$ cat config.mk
export PLATFORM = sky130hd
export DESIGN_NAME = voxel_feature_streamer
export DESIGN_NICKNAME = d
export VERILOG_FILES = /design/src/rtl/voxel_feature_streamer.sv
export SDC_FILE = /design/constraint.sdc
export NUM_CORES = 1
export LEC_CHECK = 0
export ABC_CLOCK_PERIOD_IN_PS = 2300
export BUFFER_PORTS_ARGS = -buffer_cell sky130_fd_sc_hd__buf_2
export CAP_MARGIN = 20
export CORE_MARGIN = 5
export CORE_UTILIZATION = 48
export DETAILED_ROUTE_END_ITERATION = 10
export GPL_TIMING_DRIVEN = 0
export PLACE_DENSITY = 0.78
export REMOVE_ABC_BUFFERS = 1
export SYNTH_ARGS = -nofsm -noshare
export SYNTH_HDL_FRONTEND = slang
export SYNTH_SLANG_ARGS = --single-unit
$ cat constraint.sdc
create_clock -name clk -period 2.3 [get_ports clk]
set_input_delay 0.345 -clock clk [delete_from_list [all_inputs] [get_ports clk]]
set_output_delay 0.345 -clock clk [all_outputs]
set_load 0.03 [all_outputs]
$ cat src/rtl/voxel_feature_streamer.sv
// voxel_feature_streamer: per-frame reader of the voxel bin-count memory.
// Streams saturated, tail-masked feature beats to the classifier, then awaits its result.
module voxel_feature_streamer #(
  parameter int NUM_CELLS       = 1024,
  parameter int PARALLEL_INPUTS = 4,
  parameter int COUNT_BITS      = 8,
  parameter int VALUE_BITS      = 6,
  parameter bit CLEAR_ON_READ   = 1'b1,
  parameter int TIMEOUT_CYCLES  = 64,
  localparam int BEATS      = (NUM_CELLS + PARALLEL_INPUTS - 1) / PARALLEL_INPUTS,
  localparam int WADDR_BITS = (BEATS > 1) ? $clog2(BEATS) : 1
) (
  input  logic                                  clk,
  input  logic                                  rst_n,
  input  logic                                  trigger,
  output logic                                  busy,
  output logic                                  bin_rd_en,
  output logic [WADDR_BITS-1:0]                 bin_rd_addr,
  input  logic [PARALLEL_INPUTS*COUNT_BITS-1:0] bin_rd_data,
  output logic                                  bin_clr_en,
  output logic [WADDR_BITS-1:0]                 bin_clr_addr,
  output logic                                  cls_start,
  output logic [PARALLEL_INPUTS*VALUE_BITS-1:0] feature_out,
  output logic                                  feature_valid,
  input  logic                                  result_valid,
  output logic                                  frame_done,
  output logic                                  timeout,
  output logic                                  overrun
);

  localparam int CNT_BITS = (TIMEOUT_CYCLES > 2) ? $clog2(TIMEOUT_CYCLES) : 1;
  localparam int VMAX     = (1 << VALUE_BITS) - 1;
  localparam logic [WADDR_BITS-1:0] LAST_BEAT = WADDR_BITS'(BEATS - 1);
  localparam logic [CNT_BITS-1:0]   WAIT_LAST = CNT_BITS'(TIMEOUT_CYCLES - 1);
  localparam logic [CNT_BITS-1:0]   DRAIN_LAST = CNT_BITS'(1);

  typedef enum logic [2:0] {S_IDLE, S_START, S_READ, S_DRAIN, S_WAIT} state_e;

  state_e                                state_q, state_d;
  logic [WADDR_BITS-1:0]                 beat_q, beat_d;
  logic [CNT_BITS-1:0]                   cnt_q, cnt_d;
  logic                                  frame_done_d, timeout_d;
  logic                                  rd_en_q, pipe_vld_q, clr_en_q;
  logic [WADDR_BITS-1:0]                 rd_addr_d1_q;
  logic                                  busy_q, cls_start_q, feature_valid_q;
  logic                                  frame_done_q, timeout_q, overrun_q;
  logic [PARALLEL_INPUTS*VALUE_BITS-1:0] feature_q, feature_d;

  always_comb begin
    state_d      = state_q;
    beat_d       = beat_q;
    cnt_d        = cnt_q;
    frame_done_d = 1'b0;
    timeout_d    = 1'b0;
    case (state_q)
      S_IDLE:  if (trigger) state_d = S_START;
      S_START: begin
        state_d = S_READ;
        beat_d  = '0;
      end
      S_READ: begin
        if (beat_q == LAST_BEAT) begin
          state_d = S_DRAIN;
          beat_d  = '0;
          cnt_d   = '0;
        end else begin
          beat_d = beat_q + 1'b1;
        end
      end
      // Two cycles let the last read flow through the data and feature registers.
      S_DRAIN: begin
        if (cnt_q == DRAIN_LAST) begin
          state_d = S_WAIT;
          cnt_d   = '0;
        end else begin
          cnt_d = cnt_q + 1'b1;
        end
      end
      S_WAIT: begin
        if (result_valid) begin
          frame_done_d = 1'b1;
          state_d      = S_IDLE;
          cnt_d        = '0;
        end else if (cnt_q == WAIT_LAST) begin
          timeout_d = 1'b1;
          state_d   = S_IDLE;
          cnt_d     = '0;
        end else begin
          cnt_d = cnt_q + 1'b1;
        end
      end
      default: state_d = S_IDLE;
    endcase
  end

  // Lanes past the last real cell carry whatever the memory holds, so they are masked.
  always_comb begin
    feature_d = feature_q;
    if (pipe_vld_q) begin
      for (int p = 0; p < PARALLEL_INPUTS; p++) begin
        if (int'(rd_addr_d1_q) * PARALLEL_INPUTS + p >= NUM_CELLS)
          feature_d[p*VALUE_BITS +: VALUE_BITS] = '0;
        else if (int'(bin_rd_data[p*COUNT_BITS +: COUNT_BITS]) > VMAX)
          feature_d[p*VALUE_BITS +: VALUE_BITS] = VALUE_BITS'(VMAX);
        else
          feature_d[p*VALUE_BITS +: VALUE_BITS] = VALUE_BITS'(bin_rd_data[p*COUNT_BITS +: COUNT_BITS]);
      end
    end
  end

  always_ff @(posedge clk) begin
    if (!rst_n) begin
      state_q         <= S_IDLE;
      beat_q          <= '0;
      cnt_q           <= '0;
      rd_en_q         <= 1'b0;
      pipe_vld_q      <= 1'b0;
      clr_en_q        <= 1'b0;
      rd_addr_d1_q    <= '0;
      busy_q          <= 1'b0;
      cls_start_q     <= 1'b0;
      feature_valid_q <= 1'b0;
      feature_q       <= '0;
      frame_done_q    <= 1'b0;
      timeout_q       <= 1'b0;
      overrun_q       <= 1'b0;
    end else begin
      state_q         <= state_d;
      beat_q          <= beat_d;
      cnt_q           <= cnt_d;
      rd_en_q         <= (state_d == S_READ);
      pipe_vld_q      <= rd_en_q;
      clr_en_q        <= CLEAR_ON_READ && rd_en_q;
      rd_addr_d1_q    <= beat_q;
      busy_q          <= (state_d != S_IDLE);
      cls_start_q     <= (state_d == S_START);
      feature_valid_q <= pipe_vld_q;
      feature_q       <= feature_d;
      frame_done_q    <= frame_done_d;
      timeout_q       <= timeout_d;
      overrun_q       <= (state_q != S_IDLE) && trigger;
    end
  end

  assign busy          = busy_q;
  assign bin_rd_en     = rd_en_q;
  assign bin_rd_addr   = beat_q;
  assign bin_clr_en    = clr_en_q;
  assign bin_clr_addr  = rd_addr_d1_q;
  assign cls_start     = cls_start_q;
  assign feature_out   = feature_q;
  assign feature_valid = feature_valid_q;
  assign frame_done    = frame_done_q;
  assign timeout       = timeout_q;
  assign overrun       = overrun_q;

endmodule

Word level (Yosys, flattened, before mapping)

Cells that the tools add are included.

Register bits: 57
Input port bits: 36
Output and inout bits: 48

$add $sub $neg: 5
Magnitude comparators: 8
Eq/ne operators: 10
Multiplexer cells: 23
Bitwise gates (word level): 2
Reduce and logical (&&, ||, !) cells: 9

Operators with widths:

| kind                  | number |
|---|---|
| $mux 6                | 12 |
| $ge 11x11->1 const B  | 3 |
| $gt 8x6->1 const B    | 4 |
| $add 10x2->11 const B | 2 |
| $pmux 6 s3            | 1 |
| $pmux 8 s2            | 1 |
| $mux 3                | 5 |
| $pmux 3 s5            | 1 |
| $add 10x1->11 const B | 1 |
| $ge 10x11->1 const B  | 1 |
| $eq 3x2->1 const B    | 3 |
| $reduce_bool 3->1     | 3 |
| $add 8x1->8 const B   | 1 |
| $eq 8x8->1 const B    | 1 |
| $mux 8                | 1 |
| $add 6x1->6 const B   | 1 |
| $eq 3x1->1 const B    | 2 |
| $eq 6x1->1 const B    | 1 |
| $eq 6x6->1 const B    | 1 |
| $reduce_and 2->1      | 2 |
| $eq 3x3->1 const B    | 1 |
| $logic_not 3->1       | 1 |
| $reduce_or 3->1       | 1 |
| $mux 1                | 2 |
| 4 further kinds       | 5 |

Depth between registers and ports, before layout

Gate-level depths: netlist of the first run.

Word-level depth: 5
Mapped depth: 6

Worst setup path before layout of the first run

Ideal clock, no wire load.

Path type: register -> register
Start point: reg beat_q[0] (netlist: bin_rd_addr[0])
End point: reg busy_q (netlist: busy)
Setup time: 120 ps
Data arrival time: 1808 ps
Data required time: 2180 ps
Setup slack: 372 ps
Cell stages (with the launch flop): 7
Buffers on the path: 1
Cells stage by stage: dfxtp_1 > ha_1 > and3_1 > clkbuf_1 > and3_1 > a221o_1 > o31a_1

Longest elaborated chain between the ends: 4

RTL lines:

| what                   | line | text |
|---|---|---|
| start, declared        | 40   | `logic [WADDR_BITS-1:0] beat_q, beat_d;` |
| start signal, assigned | 129  | `beat_q <= beat_d;` |
| $eq 8x8->1             | 62   | `if (beat_q == LAST_BEAT) begin` |
| $mux 3                 | 62   |  |
| $pmux 3 s5             | 55   | `case (state_q)` |
| $reduce_bool 3->1      | 135  | `busy_q <= (state_d != S_IDLE);` |
| end signal, assigned   | 135  |  |
| end, declared          | 45   | `logic busy_q, cls_start_q, feature_valid_q;` |

Every way passes these cells.
A chain may end at the register's enable or synchronous reset.

Worst setup path after layout of the first run

Start point: reg clr_en_q (netlist: bin_clr_en)
End point: out bin_clr_en

RTL lines:

| what                   | line | text |
|---|---|---|
| start, declared        | 43   | `logic rd_en_q, pipe_vld_q, clr_en_q;` |
| start signal, assigned | 133  | `clr_en_q <= CLEAR_ON_READ && rd_en_q;` |
| end, declared          | 20   | `output logic bin_clr_en,` |

No word-level cell between the ends.

==> results.py, run 1 <==
metrics = {
    "drt": {
        "routed_via_density": 5.29,
        "postRouteAntennaNets": 0,
        "totalWireLength_um": 5270,
        "vias": 2101,
        "drcViolationCount": 0,
        "drt-initial-drc-count": 114,
        "routedWlPerCell_um": 13.3,
        "drt-pass1-iter-count": 4,
    },
    "timing": {
        "finClkSkew_ns": 0.00810,
        "timing.slew.headroom": 0.527,
        "setup_tns_ns": 0,
        "shortest_period_the_worst_path_allows_ns": 1.83,
        "final.period_utilization": 0.794,
        "achievable_frequency_ghz": 0.548,
        "final_hold_viol_count": 0,
        "grt_setup_unrepaired": "no",
        "worst-slew-pin-transition_ns": 0.709,
        "slew_viol_final": 0,
        "timing.final.setup_violations": 0,
    },
    "power": {
        "fin_total_pwr_w": 0.00256,
        "power.ir.vdd_worst_mv": 0.456,
        "p_leak_nw": 1.39,
        "power.density_nw_per_um2": 869,
    },
    "clocking": {
        "cts_sinks": 57,
        "max-clock-path-buffers": 2,
        "number_of_resized_instances_in_the_post_cts_repair_step": 0,
        "cts-root-buf": "sky130_fd_sc_hd__clkbuf_8",
        "cts-buffers-inserted": 9,
        "clock_insertion_delay_worst_skew_ns": 0.33,
        "cts_hold_buf": 0,
        "cts.clk_slew.worst_paths_ns": 0.06,
        "htreeDepth": 3,
        "cts_tree": "yes",
        "cts_setup_buffers": 0,
    },
    "logic_synthesis": {
        "postSynth.asyncResetShare": 0,
        "yosys.area_share.adder": 0.0166,
        "ys_ff_latch": 57,
        "largest_family_of_logic_cells_by_synthesized_area": "compound AO/OA/AOI/OAI gates",
        "top_ff_cell_synth": "sky130_fd_sc_hd__dfxtp_1",
        "syn_inst": 261,
        "mapped_area_sq_um": 2260,
        "synth_compound_area_frac": 0.218,
        "synth-seq-area-share": 0.504,
        "synth.mux.area_fraction": 0.00442,
        "area_fraction_in_and_or_nand_and_nor_cells_after_synthesis": 0.203,
        "synth.top_cells.by_area": "sky130_fd_sc_hd__dfxtp_1 (50%), sky130_fd_sc_hd__o21ai_0 (7.7%), sky130_fd_sc_hd__a21oi_1 (6.6%), sky130_fd_sc_hd__nor2_1 (5.6%), sky130_fd_sc_hd__and2_1 (3.9%)",
        "synth.lib_cells_used.distinct": 43,
        "ys.warnings.count": 0,
        "synth_top_cell_by_area": "sky130_fd_sc_hd__dfxtp_1",
        "synth_xor_xnor_area_share": 0.00774,
        "area_fraction_of_the_dominant_cell_type_after_synthesis": 0.504,
        "syn-mean-instance-area_sq_um": 8.67,
        "synth_enable_flop_cells": 0,
    },
    "layout": {
        "instances_no_fill": 397,
        "final.fill_count": 415,
        "diodes": 0,
        "synthToLayoutAreaGrowth_pct": 30.4,
        "final_nets": 377,
        "final_layout_size_suffix_gt1_frac": 0.315,
    },
    "setup_path": {
        "cp_data_arrival_time_ns": 1.48,
        "max_stage_delay_ns": 0.68,
        "crit_required_ns": 1.96,
        "crit_slowest_cell": "sky130_fd_sc_hd__dfxtp_1",
        "timing.critical_path.from": "bin_clr_en$_SDFF_PN0_",
        "critPathLaunchType": "flop",
        "timing.critical_path.cells": "buf_16 -> buf_2",
        "crit_path_end_kind": "output pin",
        "crit_fanout": 34,
        "timing.rr.start": "bin_rd_addr[0]$_SDFFE_PN0P_",
        "worst_setup_path_type": "flop to output pin",
    },
    "floorplanning": {
        "initial_core_util": 0.486,
        "floorplan.rows": 25,
        "design.core.area_sq_um": 4660,
        "number_of_primary_i_o_pins": 84,
        "die-height_um": 78.7,
        "die_area_sq_um": 6190,
        "die_w_um": 78.7,
    },
    "global_routing": {
        "grt_pass1_vias": 1904,
        "grt_antenna_before_repair": 0,
        "grt_max_degree": 49,
        "global_route_total_overflow": 0,
        "grt_pass1_wl_um": 8630,
        "grt_use_total": 0.179,
    },
    "placed_design": {
        "gp_congestion": 0.808,
        "numPlacedInstances": 381,
        "place_hpwl_um": 3690,
        "port_buffers": 83,
    },
    "run": {
        "max_cap_violations": 0,
    },
    "min_path": {
        "timing.hold.worst.class": "primary input to flop",
        "worst_hold_startpoint": "trigger",
    },
    "run_status": {
        "status": "completed",
    },
}
## state kept, by name, indices dropped and copies added, names as in the netlist
name and flops:
bin_clr_addr 8, bin_clr_en 1, bin_rd_addr 8, bin_rd_en 1, busy 1, cls_start 1, cnt_q 6, feature_out 24
feature_valid 1, frame_done 1, overrun 1, state_q 3, timeout 1
## cell usage after synthesis, types with 3 or more instances
cell type,number
sky130_fd_sc_hd__o21ai_0,35
sky130_fd_sc_hd__a21oi_1,30
sky130_fd_sc_hd__nor2_1,34
sky130_fd_sc_hd__and2_1,14
sky130_fd_sc_hd__clkbuf_1,16
sky130_fd_sc_hd__inv_1,7
sky130_fd_sc_hd__nand3_1,8
sky130_fd_sc_hd__a31oi_1,3
sky130_fd_sc_hd__dfxtp_1,57
sky130_fd_sc_hd__nand4_1,5
sky130_fd_sc_hd__nand2_1,6
sky130_fd_sc_hd__and3_1,3
sky130_fd_sc_hd__o221ai_1,3
sky130_fd_sc_hd__nor3_1,4
sky130_fd_sc_hd__ha_1,3
sky130_fd_sc_hd__o21a_1,3
sky130_fd_sc_hd__or2_2,4
## final cells by class
| type | count | area, sq um | area share |
|---|---|---|---|
| Clock buffer | 12 | 155 | 0.0526 |
| Clock inverter | 4 | 98.8 | 0.0335 |
| Inverter | 7 | 26.3 | 0.00890 |
| Multi-Input combinational cell | 179 | 1020 | 0.345 |
| Sequential cell | 57 | 1140 | 0.387 |
| Tap cell | 54 | 67.6 | 0.0229 |
| Timing Repair Buffer | 84 | 443 | 0.150 |
## per-stage QoR
step                      setup WS [ns]  utilization  instance area [sq um]  hold slack [ns]
after floorplan                   0.452            -                   2190            0.459
final                             0.474        0.633                   2950            0.270
after global routing              0.350        0.633                   2950            0.255
after CTS                         0.468        0.633                   2950            0.253
after global placement            0.281        0.573                   2670            0.441
after detailed placement          0.303        0.579                   2700            0.461
## kinds of logic after synthesis
| group | after synthesis |
|---|---|
| buffers and inverters | 25 |
| AND/OR/NAND/NOR | 89 |
| AO/OA/AOI/OAI | 84 |
| flip-flops | 57 |
| adder cells (fa/ha/maj) | 3 |
| XOR/XNOR | 2 |
| multiplexers | 1 |
## final timing paths
check                                             end  slack, ns  cells past startpoint
worst min-delay path               overrun$_SDFF_PN0_       0.27                      3
worst min register to register  bin_clr_en$_SDFF_PN0_       0.47                      1
worst max-delay path                       bin_clr_en       0.47                      2
worst max register to register        busy$_SDFF_PN0_       0.49                      5
## power by group
group / total, W / leakage (nW) / internal [W] / switching (W)
logic: 0.000320 / 0.803 / 0.000112 / 0.000208
registers: 0.00107 / 0.462 / 0.00104 / 0.0000356
clock network: 0.00117 / 0.127 / 0.000781 / 0.000388
total: 0.00256 / 1.39 / 0.00193 / 0.000632
## layer usage
metal	vias to the layer above	wire length [um]	GRT usage
met5	-	0	0
met3	9	283	0.0413
met4	0	120	0.121
met2	56	2620	0.293
met1	963	2250	0.206
li1	1073	-	-
## worst max-delay path: cells and delay by family (launching register included)
| kind | cells | cell delay (ns) |
|---|---|---|
| DFF | 1 | 0.68 |
| buffers and inverters | 2 | 0.45 |
## layout by cell type, fill, tap and decap left out, drive strengths merged, types with 4 or more instances in the layout
cell,Yosys,routed
nor3,4,4
a21oi,31,31
nor2,34,34
nand2,6,6
and2,14,14
inv,7,7
and3,4,4
o21ai,35,35
or2,4,4
dfxtp,57,57
nand4,5,5
buf,2,84
nand3,8,8
clkbuf,16,12
Note: power is estimated with default switching activity, not from simulation.
==> inputs of run 2 (changes only) <==
--- a/config.mk
+++ b/config.mk
@@ -5,14 +5,15 @@
 export SDC_FILE = /design/constraint.sdc
 export NUM_CORES = 1
 export LEC_CHECK = 0
-export ABC_CLOCK_PERIOD_IN_PS = 2300
+export ABC_AREA = 1
+export ABC_CLOCK_PERIOD_IN_PS = 1500
 export BUFFER_PORTS_ARGS = -buffer_cell sky130_fd_sc_hd__buf_2
 export CAP_MARGIN = 20
 export CORE_MARGIN = 5
-export CORE_UTILIZATION = 48
+export CORE_UTILIZATION = 44
 export DETAILED_ROUTE_END_ITERATION = 10
 export GPL_TIMING_DRIVEN = 0
-export PLACE_DENSITY = 0.78
+export PLACE_DENSITY = 0.75
 export REMOVE_ABC_BUFFERS = 1
 export SYNTH_ARGS = -nofsm -noshare
 export SYNTH_HDL_FRONTEND = slang
==> constraint.sdc (replaced) <==
create_clock -name clk -period 1.5 [get_ports clk]
set_input_delay 0.225 -clock clk [delete_from_list [all_inputs] [get_ports clk]]
set_output_delay 0.225 -clock clk [all_outputs]
set_load 0.03 [all_outputs]
==> results.py, run 2 <==
metrics = {
    "layout": {
        "instances_no_fill": 463,
        "synthToLayoutAreaGrowth_pct": 29.1,
        "final.fill_count": 495,
        "diodes": 0,
        "final_common_cell": "sky130_fd_sc_hd__buf_2",
        "leading_cell_types_in_the_layout_fill_and_taps_excluded": "sky130_fd_sc_hd__buf_2 (83), sky130_fd_sc_hd__inv_1 (54), sky130_fd_sc_hd__nand2_1 (52), sky130_fd_sc_hd__dfxtp_1 (52), sky130_fd_sc_hd__o21ai_0 (27)",
        "sequential_cell_area_sq_um": 1150,
        "max_ffs_per_register": 24,
        "multi_input_area_sq_um": 940,
        "final_layout_size_suffix_gt1_frac": 0.326,
        "final_nets": 428,
        "post-route-cell-area_sq_um": 3000,
    },
    "clocking": {
        "cts_tree": "yes",
        "max-clock-path-buffers": 2,
        "clock_insertion_delay_worst_skew_ns": 0.33,
        "cts.clk_slew.worst_paths_ns": 0.06,
        "cts-root-buf": "sky130_fd_sc_hd__clkbuf_8",
        "cts_sinks": 57,
        "cts_hold_buf": 0,
        "cts-buffers-inserted": 9,
        "htreeDepth": 3,
    },
    "drt": {
        "postRouteAntennaNets": 0,
        "routedWlPerCell_um": 11.0,
        "drt-pass1-iter-count": 4,
        "routed_via_density": 4.63,
        "drt-initial-drc-count": 107,
        "vias": 2142,
        "totalWireLength_um": 5080,
        "drcViolationCount": 0,
    },
    "global_routing": {
        "grt_util_met2": 0.275,
        "grt_pass1_wl_um": 8870,
        "grt_pass1_vias": 2126,
        "grt_busiest_layer": "met2",
        "global_route.usage.met1": 0.193,
        "grt_antenna_before_repair": 0,
        "global_route_total_overflow": 0,
        "grt_max_degree": 42,
        "met3_usage": 0.0651,
        "grt_use_total": 0.168,
    },
    "logic_synthesis": {
        "synth.top_cells.by_area": "sky130_fd_sc_hd__dfxtp_1 (49%), sky130_fd_sc_hd__inv_1 (8.7%), sky130_fd_sc_hd__nand2_1 (8.4%), sky130_fd_sc_hd__a31oi_1 (6.7%), sky130_fd_sc_hd__o21ai_0 (5.8%)",
        "ys_ff_latch": 57,
        "synth.lib_cells_used.distinct": 29,
        "top_ff_cell_synth": "sky130_fd_sc_hd__dfxtp_1",
        "area_fraction_of_the_dominant_cell_type_after_synthesis": 0.491,
        "synth-seq-area-share": 0.491,
        "syn-mean-instance-area_sq_um": 7.70,
        "yosys.area_share.adder": 0.0161,
        "synth_xor_xnor_area_share": 0.0113,
        "syn_inst": 302,
        "synth.mux.area_fraction": 0,
        "yosys.cell_count.top_type": "sky130_fd_sc_hd__dfxtp_1",
        "postSynth.asyncResetShare": 0,
        "synth.top_cells.by_count": "sky130_fd_sc_hd__dfxtp_1 (57), sky130_fd_sc_hd__inv_1 (54), sky130_fd_sc_hd__nand2_1 (52)",
        "synth_compound_area_frac": 0.148,
        "largest_family_of_logic_cells_by_synthesized_area": "simple AND/OR/NAND/NOR gates",
        "synth_top_cell_by_area": "sky130_fd_sc_hd__dfxtp_1",
        "synth_enable_flop_cells": 0,
        "mapped_area_sq_um": 2320,
        "area_fraction_in_and_or_nand_and_nor_cells_after_synthesis": 0.222,
        "ys.warnings.count": 0,
    },
    "min_path": {
        "timing.hold.worst.class": "primary input to flop",
        "worst_hold_startpoint": "trigger",
        "timing.hold.worst_path_depth": 3,
        "timing.hold.worst_endpoint": "overrun$_SDFF_PN0_",
    },
    "floorplanning": {
        "design.core.area_sq_um": 5110,
        "die_area_sq_um": 6840,
        "initial_core_util": 0.455,
        "die-height_um": 82.7,
        "floorplan.rows": 26,
        "die_w_um": 82.7,
        "number_of_primary_i_o_pins": 84,
    },
    "setup_path": {
        "crit_required_ns": 1.71,
        "worst_setup_path_type": "flop to flop",
        "crit_slowest_cell": "sky130_fd_sc_hd__dfxtp_2",
        "max_stage_delay_ns": 0.37,
        "r2r_slack_ns": 0.12,
        "timing.rr.start": "cnt_q[0]$_SDFFE_PN0P_",
        "critPathLaunchType": "flop",
        "crit_path_end_kind": "flop",
        "timing.rr.end": "busy$_SDFF_PN0_",
        "timing.critical_path.cells": "ha_2 -> nand2_1 -> nor2_2 -> nand3_1 -> nand2_1 -> nand2_1 -> nand2_1 -> nand3_1",
        "cp_common_cell": "sky130_fd_sc_hd__nand2_1",
        "cp_data_arrival_time_ns": 1.59,
        "crit_fanout": 5,
        "r2r.worst_path.cells": 8,
    },
    "timing": {
        "shortest_period_the_worst_path_allows_ns": 1.38,
        "worst-slew-pin-transition_ns": 0.700,
        "finClkSkew_ns": 0.00700,
        "timing.final.setup_violations": 0,
        "final_hold_viol_count": 0,
        "final.period_utilization": 0.923,
        "slew_viol_final": 0,
        "achievable_frequency_ghz": 0.722,
        "timing.slew.headroom": 0.533,
    },
    "placed_design": {
        "placement.cell_area_sq_um": 2810,
        "port_buffers": 83,
        "gp_congestion": 0.809,
        "place_hpwl_um": 3630,
        "numPlacedInstances": 447,
    },
    "run_status": {
        "status": "completed",
    },
    "power": {
        "power.ir.vdd_worst_mv": 0.532,
        "power.density_nw_per_um2": 1090,
        "p_leak_nw": 1.60,
        "fin_total_pwr_w": 0.00326,
    },
    "run": {
        "max_cap_violations": 0,
    },
}
[run 2: timing repair]
item / in CTS / in global routing
endpoints found under the setup margin: 3 / 9
gates resized for setup: 2 / 8
pin swaps: 0 / 2
cloned: 0 / 0
buffers inserted: 0 / 1
[run 2: report_power, final]
| group | internal [W] | total (W) | switching [W] |
|---|---|---|---|
| Sequential | 0.00158 | 0.00163 | 0.0000479 |
| Combinational | 0.000141 | 0.000436 | 0.000294 |
| Clock | 0.000630 | 0.00120 | 0.000568 |
| Total | 0.00235 | 0.00326 | 0.000910 |
[run 2: how the worst max path moves through the flow]
stage	from	to	slack, ns	cells past startpoint
6_report	cnt_q[0]$_SDFFE_PN0P_	busy$_SDFF_PN0_	0.12	8
5_1_grt	cnt_q[0]$_SDFFE_PN0P_	busy$_SDFF_PN0_	-0.004	8
4_1_cts	bin_clr_en$_SDFF_PN0_	bin_clr_en	0.01	1
3_5_place_dp	rst_n	bin_rd_addr[2]$_SDFFE_PN0P_	-0.22	7
3_3_place_gp	bin_clr_en$_SDFF_PN0_	bin_clr_en	-0.30	1
2_1_floorplan	bin_clr_en$_SDFF_PN0_	feature_out[10]$_SDFFE_PN0P_	-0.07	2
[run 2: layout make-up]
| type | count | share of cell area |
|---|---|---|
| tap | 70 | 0.0292 |
| clock inverter | 3 | 0.00584 |
| clock buffer | 12 | 0.0484 |
| inverter | 59 | 0.0742 |
| multi-input combinational | 177 | 0.313 |
| timing repair buffer | 85 | 0.146 |
| sequential | 57 | 0.383 |
[run 2: kinds of logic (layout without fill, tap and decap cells)]
| logic type | after synthesis | in the layout |
|---|---|---|
| buf+inv | 68 | 159 |
| flops | 57 | 57 |
| fa+ha+maj | 3 | 3 |
| simple gates | 111 | 111 |
| xor+xnor | 3 | 3 |
| compound gates | 60 | 60 |
[run 2: stage by stage]
stage          utilization  setup TNS [ns]  setup WS [ns]  hold slack [ns]
5_1_grt              0.587        -0.00440       -0.00440            0.136
3_3_place_gp         0.547           -5.40         -0.300            0.415
6_report             0.587               0          0.115            0.139
3_5_place_dp         0.549          -0.911         -0.219            0.426
4_1_cts              0.582               0        0.00958            0.129
2_1_floorplan            -           -1.62        -0.0700            0.318
[run 2: routing by layer]
metal	wire length (um)	part of all wire	up-vias
met5	0	0	-
li1	-	-	1142
met4	56	0.011	0
met3	492	0.097	5
met1	2260	0.44	921
met2	2270	0.45	74
[run 2: critical path, delay by kind of cell, from the launching register on]
kind                       cells  cell delay, ns
and+or+nand+nor                7            0.71
adders and majority gates      1            0.20
DFF                            1            0.37
==> inputs of run 3 (changes only) <==
--- a/config.mk
+++ b/config.mk
@@ -7,7 +7,7 @@
 export LEC_CHECK = 0
 export ABC_AREA = 1
 export ABC_CLOCK_PERIOD_IN_PS = 1500
-export BUFFER_PORTS_ARGS = -buffer_cell sky130_fd_sc_hd__buf_2
+export BUFFER_PORTS_ARGS = -buffer_cell sky130_fd_sc_hd__clkbuf_2
 export CAP_MARGIN = 20
 export CORE_MARGIN = 5
 export CORE_UTILIZATION = 44
==> results.py, run 3 (synthesized netlist as in run 2, its figures left out) <==
metrics = {
    "run_status": {
        "status": "completed",
    },
    "power": {
        "power.density_nw_per_um2": 1190,
        "p_leak_nw": 1.58,
        "power.ir.vdd_worst_mv": 0.563,
    },
    "setup_path": {
        "crit_path_cell_count": 2,
        "timing.critical_path.cells": "buf_8 -> clkbuf_2",
        "timing.rr.start": "cnt_q[0]$_SDFFE_PN0P_",
        "cp_data_arrival_time_ns": 1.18,
        "worst_setup_path_type": "flop to output pin",
        "crit_path_end_kind": "output pin",
        "r2r_slack_ns": 0.12,
        "crit_slowest_cell": "sky130_fd_sc_hd__dfxtp_4",
        "timing.rr.end": "busy$_SDFF_PN0_",
        "crit_fanout": 24,
        "r2r.worst_path.cells": 8,
        "path_buf_inv": 2,
        "crit_family": "flip-flops",
        "critPathLaunchType": "flop",
        "crit_required_ns": 1.27,
        "timing.critical_path.from": "bin_clr_en$_SDFF_PN0_",
        "max_stage_delay_ns": 0.44,
        "endpoint": "bin_clr_en",
    },
    "floorplanning": {
        "floorplan.rows": 26,
        "number_of_primary_i_o_pins": 84,
        "initial_core_util": 0.455,
        "die_area_sq_um": 6840,
        "design.core.area_sq_um": 5110,
        "die-height_um": 82.7,
        "die_w_um": 82.7,
    },
    "drt": {
        "vias": 2184,
        "wirelength_met1_um": 2240,
        "drcViolationCount": 0,
        "wl_met2_um": 2440,
        "drt-pass1-iter-count": 4,
        "postRouteAntennaNets": 0,
        "detailroute.wirelength.met3_um": 521,
        "routedWlPerCell_um": 11.4,
        "drt-initial-drc-count": 59,
        "routed_via_density": 4.71,
        "maxUsedRoutingLayer": "met4",
        "totalWireLength_um": 5270,
    },
    "placed_design": {
        "dpl_worst_slack_ns": -0.295,
        "placement.cell_area_sq_um": 2810,
        "gp_congestion": 0.809,
        "port_buffers": 83,
        "place_hpwl_um": 3780,
    },
    "layout": {
        "diodes": 0,
        "max_ffs_per_register": 24,
        "synthToLayoutAreaGrowth_pct": 30.8,
        "final_layout_size_suffix_gt1_frac": 0.322,
        "final_nets": 428,
        "final_common_cell": "sky130_fd_sc_hd__clkbuf_2",
        "post-route-cell-area_sq_um": 3040,
        "leading_cell_types_in_the_layout_fill_and_taps_excluded": "sky130_fd_sc_hd__clkbuf_2 (82), sky130_fd_sc_hd__inv_1 (54), sky130_fd_sc_hd__nand2_1 (52), sky130_fd_sc_hd__dfxtp_1 (52), sky130_fd_sc_hd__o21ai_0 (27)",
    },
    "clocking": {
        "cts-root-buf": "sky130_fd_sc_hd__clkbuf_8",
        "clock_insertion_delay_worst_skew_ns": 0.33,
        "cts_hold_buf": 0,
        "cts_tree": "yes",
        "max-clock-path-buffers": 2,
        "cts.clk_slew.worst_paths_ns": 0.07,
        "htreeDepth": 3,
        "cts-buffers-inserted": 9,
        "cts_sinks": 57,
    },
    "global_routing": {
        "grt_antenna_before_repair": 0,
        "grt_use_total": 0.166,
        "global_route_total_overflow": 0,
        "grt_max_degree": 42,
        "grt_pass1_vias": 2069,
        "grt_pass1_wl_um": 8650,
    },
    "timing": {
        "worst_slack_ns": 0.0935,
        "grt_setup_unrepaired": "no",
        "worst-slew-pin-transition_ns": 0.691,
        "finClkSkew_ns": 0.0117,
        "timing.slew.headroom": 0.539,
        "slew_viol_final": 0,
        "final_hold_viol_count": 0,
        "timing.final.setup_violations": 0,
        "shortest_period_the_worst_path_allows_ns": 1.41,
        "final.period_utilization": 0.938,
        "achievable_frequency_ghz": 0.711,
        "whs_ns": 0.112,
    },
    "min_path": {
        "timing.hold.worst.class": "primary input to flop",
    },
    "run": {
        "max_cap_violations": 0,
    },
}
-- run 3: worst min-delay path by stage --
| stage | start | to | slack, ns | cells after the start |
|---|---|---|---|---|
| 3_5_place_dp | bin_rd_en$_SDFF_PN0_ | bin_clr_en$_SDFF_PN0_ | 0.43 | 2 |
| 4_1_cts | trigger | overrun$_SDFF_PN0_ | 0.10 | 3 |
| 3_3_place_gp | bin_rd_en$_SDFF_PN0_ | bin_clr_en$_SDFF_PN0_ | 0.42 | 2 |
| 5_1_grt | trigger | overrun$_SDFF_PN0_ | 0.11 | 3 |
| 6_report | trigger | overrun$_SDFF_PN0_ | 0.11 | 3 |
| 2_1_floorplan | rst_n | bin_clr_en$_SDFF_PN0_ | 0.32 | 2 |
-- run 3: power breakdown --
part	switching [W]	total, W	internal (W)
Clock	0.000601	0.00153	0.000933
Combinational	0.000301	0.000443	0.000142
Sequential	0.0000465	0.00163	0.00158
Total	0.000948	0.00361	0.00266
-- run 3: repair_timing --
item,4_1_cts,5_1_grt
gates resized for setup,3,6
setup endpoints to repair,2,14
setup buffers,0,1
-- run 3: cell type report --
class                   instances  area, sq um
clock inverters                 5         80.1
multi-input cells             177          932
repair buffers                 85          438
clock buffers                  11          131
fillers                       502         2070
inverters                      59          223
flip-flops and latches         57         1150
well taps                      70         87.6
-- run 3: stage by stage --
| stage | utilization | power (W) | cells | TNS [ns] |
|---|---|---|---|---|
| after floorplan | - | 0.00193 | 293 | -1.62 |
| after global placement | 0.547 | 0.00209 | 446 | -6.47 |
| after detailed placement | 0.549 | 0.00210 | 447 | -1.53 |
| after CTS | 0.592 | 0.00364 | 463 | 0 |
| after global routing | 0.596 | 0.00376 | 464 | 0 |
| final | 0.596 | 0.00361 | 464 | 0 |
-- run 3: routing by layer --
metal | up-vias | track usage
li1 | 1142 | -
met1 | 960 | 0.174
met2 | 74 | 0.283
met3 | 8 | 0.0640
met4 | 0 | 0.0931
met5 | - | 0
-- run 3: tightest hold or removal path, cell delays in order --
cell and delay [ns]:
sky130_fd_sc_hd__clkbuf_2 0.09, sky130_fd_sc_hd__nand2_1 0.05, sky130_fd_sc_hd__nor2_1 0.04
